### config.mk
export PLATFORM = sky130hd
export DESIGN_NAME = cordic_vectoring_unit
export DESIGN_NICKNAME = d
export VERILOG_FILES = /design/src/rtl/cordic_vectoring_unit.sv
export SDC_FILE = /design/constraint.sdc
export NUM_CORES = 2
export LEC_CHECK = 0
export BUFFER_PORTS_ARGS = -buffer_cell sky130_fd_sc_hd__buf_2
export CAP_MARGIN = 5
export CORE_ASPECT_RATIO = 0.6
export CORE_MARGIN = 5
export CORE_UTILIZATION = 55
export CTS_CLUSTER_DIAMETER = 100
export CTS_CLUSTER_SIZE = 40
export DETAILED_ROUTE_END_ITERATION = 6
export HOLD_SLACK_MARGIN = 0.15
export PLACE_DENSITY = 0.71
export SYNTH_ARGS = -nofsm -noshare
export SYNTH_HDL_FRONTEND = slang
export SYNTH_SLANG_ARGS = --single-unit
### constraint.sdc
create_clock -name clk -period 12.05 [get_ports clk]
set_clock_uncertainty 0.15 [all_clocks]
set_input_delay 3.615 -clock clk [delete_from_list [all_inputs] [get_ports clk]]
set_output_delay 3.615 -clock clk [all_outputs]
set_load 0.05 [all_outputs]
### src/rtl/cordic_vectoring_unit.sv
// rtl/cordic_vectoring_unit.sv - iterative CORDIC vectoring: atan2 angle and gain-corrected magnitude
module cordic_vectoring_unit #(
    parameter int ITERATIONS = 30
) (
    input  logic        clk,
    input  logic        rst,
    input  logic        in_valid,
    output logic        in_ready,
    input  logic [31:0] x_in,
    input  logic [31:0] y_in,
    output logic        out_valid,
    input  logic        out_ready,
    output logic [31:0] angle_out,
    output logic [31:0] mag_out,
    output logic        busy
);

    typedef enum logic [2:0] {IDLE, PRE, ITER, POST, DONE} state_t;

    localparam logic [31:0] GAIN_INV = 32'h9B74_EDA8;

    state_t             state, state_next;
    logic [4:0]         iter_cnt;
    logic signed [34:0] x_reg, y_reg;
    logic signed [34:0] x_shift, y_shift;
    logic [31:0]        z_reg;
    logic               zero_flag;
    logic [31:0]        angle_reg, mag_reg;
    logic [65:0]        mag_prod;
    logic               unused_bits;

    function automatic logic [31:0] atan_lut(input logic [4:0] idx);
        case (idx)
            5'd0:  atan_lut = 32'h2000_0000;
            5'd1:  atan_lut = 32'h12E4_051E;
            5'd2:  atan_lut = 32'h09FB_385B;
            5'd3:  atan_lut = 32'h0511_11D4;
            5'd4:  atan_lut = 32'h028B_0D43;
            5'd5:  atan_lut = 32'h0145_D7E1;
            5'd6:  atan_lut = 32'h00A2_F61E;
            5'd7:  atan_lut = 32'h0051_7C55;
            5'd8:  atan_lut = 32'h0028_BE53;
            5'd9:  atan_lut = 32'h0014_5F2F;
            5'd10: atan_lut = 32'h000A_2F98;
            5'd11: atan_lut = 32'h0005_17CC;
            5'd12: atan_lut = 32'h0002_8BE6;
            5'd13: atan_lut = 32'h0001_45F3;
            5'd14: atan_lut = 32'h0000_A2FA;
            5'd15: atan_lut = 32'h0000_517D;
            5'd16: atan_lut = 32'h0000_28BE;
            5'd17: atan_lut = 32'h0000_145F;
            5'd18: atan_lut = 32'h0000_0A30;
            5'd19: atan_lut = 32'h0000_0518;
            5'd20: atan_lut = 32'h0000_028C;
            5'd21: atan_lut = 32'h0000_0146;
            5'd22: atan_lut = 32'h0000_00A3;
            5'd23: atan_lut = 32'h0000_0051;
            5'd24: atan_lut = 32'h0000_0029;
            5'd25: atan_lut = 32'h0000_0014;
            5'd26: atan_lut = 32'h0000_000A;
            5'd27: atan_lut = 32'h0000_0005;
            5'd28: atan_lut = 32'h0000_0003;
            5'd29: atan_lut = 32'h0000_0001;
            default: atan_lut = 32'h0000_0000;
        endcase
    endfunction

    assign in_ready  = (state == IDLE) && !rst;
    assign out_valid = (state == DONE);
    assign busy      = (state != IDLE);
    assign angle_out = angle_reg;
    assign mag_out   = mag_reg;

    assign x_shift  = x_reg >>> iter_cnt;
    assign y_shift  = y_reg >>> iter_cnt;
    // X is non-negative after PRE and only grows, so bits [33:0] carry the full value
    assign mag_prod = {32'd0, x_reg[33:0]} * {34'd0, GAIN_INV};
    assign unused_bits = ^{mag_prod[65:64], mag_prod[31:0], x_reg[34]};

    always_ff @(posedge clk or posedge rst) begin
        if (rst) begin
            state <= IDLE;
        end else begin
            state <= state_next;
        end
    end

    always_comb begin
        state_next = state;
        case (state)
            IDLE: if (in_valid && in_ready) state_next = PRE;
            PRE:  state_next = ITER;
            ITER: if (iter_cnt == 5'(ITERATIONS - 1)) state_next = POST;
            POST: state_next = DONE;
            DONE: if (out_ready) state_next = IDLE;
            default: state_next = IDLE;
        endcase
    end

    always_ff @(posedge clk or posedge rst) begin
        if (rst) begin
            iter_cnt  <= '0;
            x_reg     <= '0;
            y_reg     <= '0;
            z_reg     <= '0;
            zero_flag <= 1'b0;
            angle_reg <= '0;
            mag_reg   <= '0;
        end else begin
            case (state)
                IDLE: begin
                    if (in_valid) begin
                        x_reg     <= {{3{x_in[31]}}, x_in};
                        y_reg     <= {{3{y_in[31]}}, y_in};
                        zero_flag <= (x_in == 32'd0) && (y_in == 32'd0);
                    end
                end
                PRE: begin
                    // Left half-plane: rotate by 180 degrees so the iterations converge
                    if (x_reg[34]) begin
                        x_reg <= -x_reg;
                        y_reg <= -y_reg;
                        z_reg <= 32'h8000_0000;
                    end else begin
                        z_reg <= 32'h0000_0000;
                    end
                    iter_cnt <= '0;
                end
                ITER: begin
                    if (!y_reg[34]) begin
                        x_reg <= x_reg + y_shift;
                        y_reg <= y_reg - x_shift;
                        z_reg <= z_reg + atan_lut(iter_cnt);
                    end else begin
                        x_reg <= x_reg - y_shift;
                        y_reg <= y_reg + x_shift;
                        z_reg <= z_reg - atan_lut(iter_cnt);
                    end
                    iter_cnt <= iter_cnt + 5'd1;
                end
                POST: begin
                    // A zero vector would otherwise report the summed rotation angle
                    angle_reg <= zero_flag ? 32'd0 : z_reg;
                    mag_reg   <= zero_flag ? 32'd0 : mag_prod[63:32];
                end
                default: ;
            endcase
        end
    end

endmodule

==> reports/results.tsv <==
metric	value	unit
final_cell_mix	841 x inv_1, 499 x ha_1, 491 x fa_1, 254 x nand2_1, 240 x a21oi_1	
hold_buffers	0	
io_pins	135	
critical_path_arrival	9.22	ns
cts_buffer_depth	2	
ys.flop_type	dfrtp_1	
setup_tns	0	ns
synthCells	4369	
initial_utilization	55.3	%
cts_setup_buffers	0	
rows	76	
worstPathMaxFanout	15	
drv_slew	0	
start_kind	register	
drtIter0Drc	4420	
slew_headroom	6.04	%
ant_nets	0	
yosys_warnings	0	
overflow	0	
synth_edf_count	0	
ff_latch_area	4390	um2
via_count	33500	
period_needed	8.95	ns
reg2regPathDepth	25	
gp_congestion	1.05	
cp.depth	25	
io_buffers	134	
ctsResizeCount	0	
final_hold_viol_count	0	
first_pass_iters	6	
avgSynthCellArea	9.06	um2
cpPeakStageDelay	0.80	ns
rsz0062_at_grt	no	
clock-root-buffer	clkbuf_16	
netlist_area	39600	um2
globalRouteTotalUtil	36.1	%
critPathCapture	mag_out[30]	
hold_path_class	register to register	
cp_num_buf_inv	7	
worstSetupEndpointType	register	
crit_path_start	x_reg[12]	
routedWlPerCell	25.7	um
grt_pass1_wl	209000	um
numCtsBuffers	17	
area_growth	5.32	%
final_nets	5442	
yosysTopAreaCell	fa_1	
clk_pin_slew_worst_paths	0.08	ns
htreeDepth	4	
timing.final.crit_share	74.2	%
fmax	112	MHz
ys_seq_elements	175	
ys_types	101	
viasPerCell	6.23	
die_w	356	um
reg2reg_slack	3.10	ns
worst-setup-path-type	register to register	
antenna_found_initial	2	
netlist_top_cells_area	fa_1 25%, ha_1 16%, dfrtp_1 11%	
fillCellCount	6405	
multiInputGateArea	31100	um2
final_common_cell	inv_1	
cp_slowest_cell	dfrtp_1	
dieArea	77600	um2
grt_pass1_vias	32000	
setup_violations	0	
numClockSinks	175	
post-route-drc-count	0	
drv_cap	0	
tightestPinTransition	1.40	ns
yosys.area.top_type_share	24.8	%
drive_above_1_share	8.46	%
dieHeight	218	um
insertion_delay	0.55	ns
wl	138000	um
synth_seq_area_share	11.1	%
crit_family	adder cells	
core_area	71500	um2
synthArstFlopShare	100	%
cts_tree	done	
dp_hpwl	114000	um
rr_startpoint	x_reg[12]	
cp_common_cell	fa_1	
outcome	complete, no violations	
rr_endpoint	mag_out[30]	
cp_data_required_time	12.32	ns
grt_max_degree	124	
synth_nets	5427	
layout make-up:
type	instances	share of cell area, %
multi-input cells	3158	74.7
flip-flops and latches	175	10.5
inverters	846	7.64
well taps	975	2.93
repair buffers	186	2.55
clock buffers	17	1.02
clock inverters	15	0.540
diodes	7	0.0420
Yosys cell counts (all sizes together) (6+ instances only):
cell    count
inv       845
ha        499
fa        491
nand2     258
a21oi     240
o21ai     232
nor2      192
dfrtp     175
xnor2     143
clkbuf    129
xor2       98
mux4       86
a21o       71
mux2i      66
buf        61
nand2b     58
nand3      57
nor3       53
a31oi      49
o22ai      40
a211oi     38
a221oi     38
nand4      30
nor4       30
a22o       29
nor2b      27
o21bai     27
o21a       24
and2       23
and3       22
o211ai     22
a222oi     15
or3        15
mux2       14
o221ai     12
o31ai      12
or2        12
a22oi      11
or4         9
a32oi       8
o31a        7
a41oi       6
how the worst min path moves through the flow:
stage                     to  slack, ns     startpoint  depth (start not counted)
6_report        angle_out[9]       0.33   angle_out[9]                          2
5_1_grt        angle_out[20]       0.36  angle_out[20]                          2
4_1_cts         angle_out[8]       0.33   angle_out[8]                          2
3_5_place_dp   angle_out[13]       0.32  angle_out[13]                          2
3_3_place_gp   angle_out[14]       0.31  angle_out[14]                          2
2_1_floorplan       z_reg[3]       0.33       z_reg[3]                          2
worst reg2reg max path, delay by kind of cell, from the launching register on:
kind | cells | cell delay, ns
compound gates | 6 | 1.87
fa+ha+maj | 9 | 4.56
buf+inv | 7 | 0.73
flops | 1 | 0.80
simple gates | 3 | 0.73
per-stage QoR:
stage | hold slack [ns] | worst slack [ns] | utilization [%] | area (um2) | std cells
final | 0.331 | 3.10 | 58.3 | 41700 | 5379
after global routing | 0.360 | 2.74 | 58.3 | 41700 | 5372
after CTS | 0.333 | 3.23 | 58.3 | 41700 | 5372
after detailed placement | 0.316 | 3.27 | 57.3 | 41000 | 5340
after global placement | 0.310 | 3.45 | 57.3 | 41000 | 5340
after floorplan | 0.328 | 3.54 | - | 39600 | 4369
kinds of logic (layout without fill, tap and decap cells):
kind of cell,count (synthesis),count (layout),synth area share [%]
other,0,7,0
DFF,175,175,11.1
and+or+nand+nor,809,809,9.95
adders and majority gates,990,990,40.6
buffers and inverters,1036,1064,10.3
AOI/OAI and AO/OA,952,952,15.7
muxes,166,166,7.07
xor gates and xnor gates,241,241,5.33
per-layer routing:
layer	global-route usage [%]	up-vias	part of all wire, %
met1	57.9	16500	47
met4	4.90	2	1.2
met3	19.5	120	18
li1	-	14800	-
met2	41.7	2112	34
met5	0	-	0.093
Power is not shown: default switching activity piles up to over one toggle a cycle in this logic, so the estimate is an artifact.
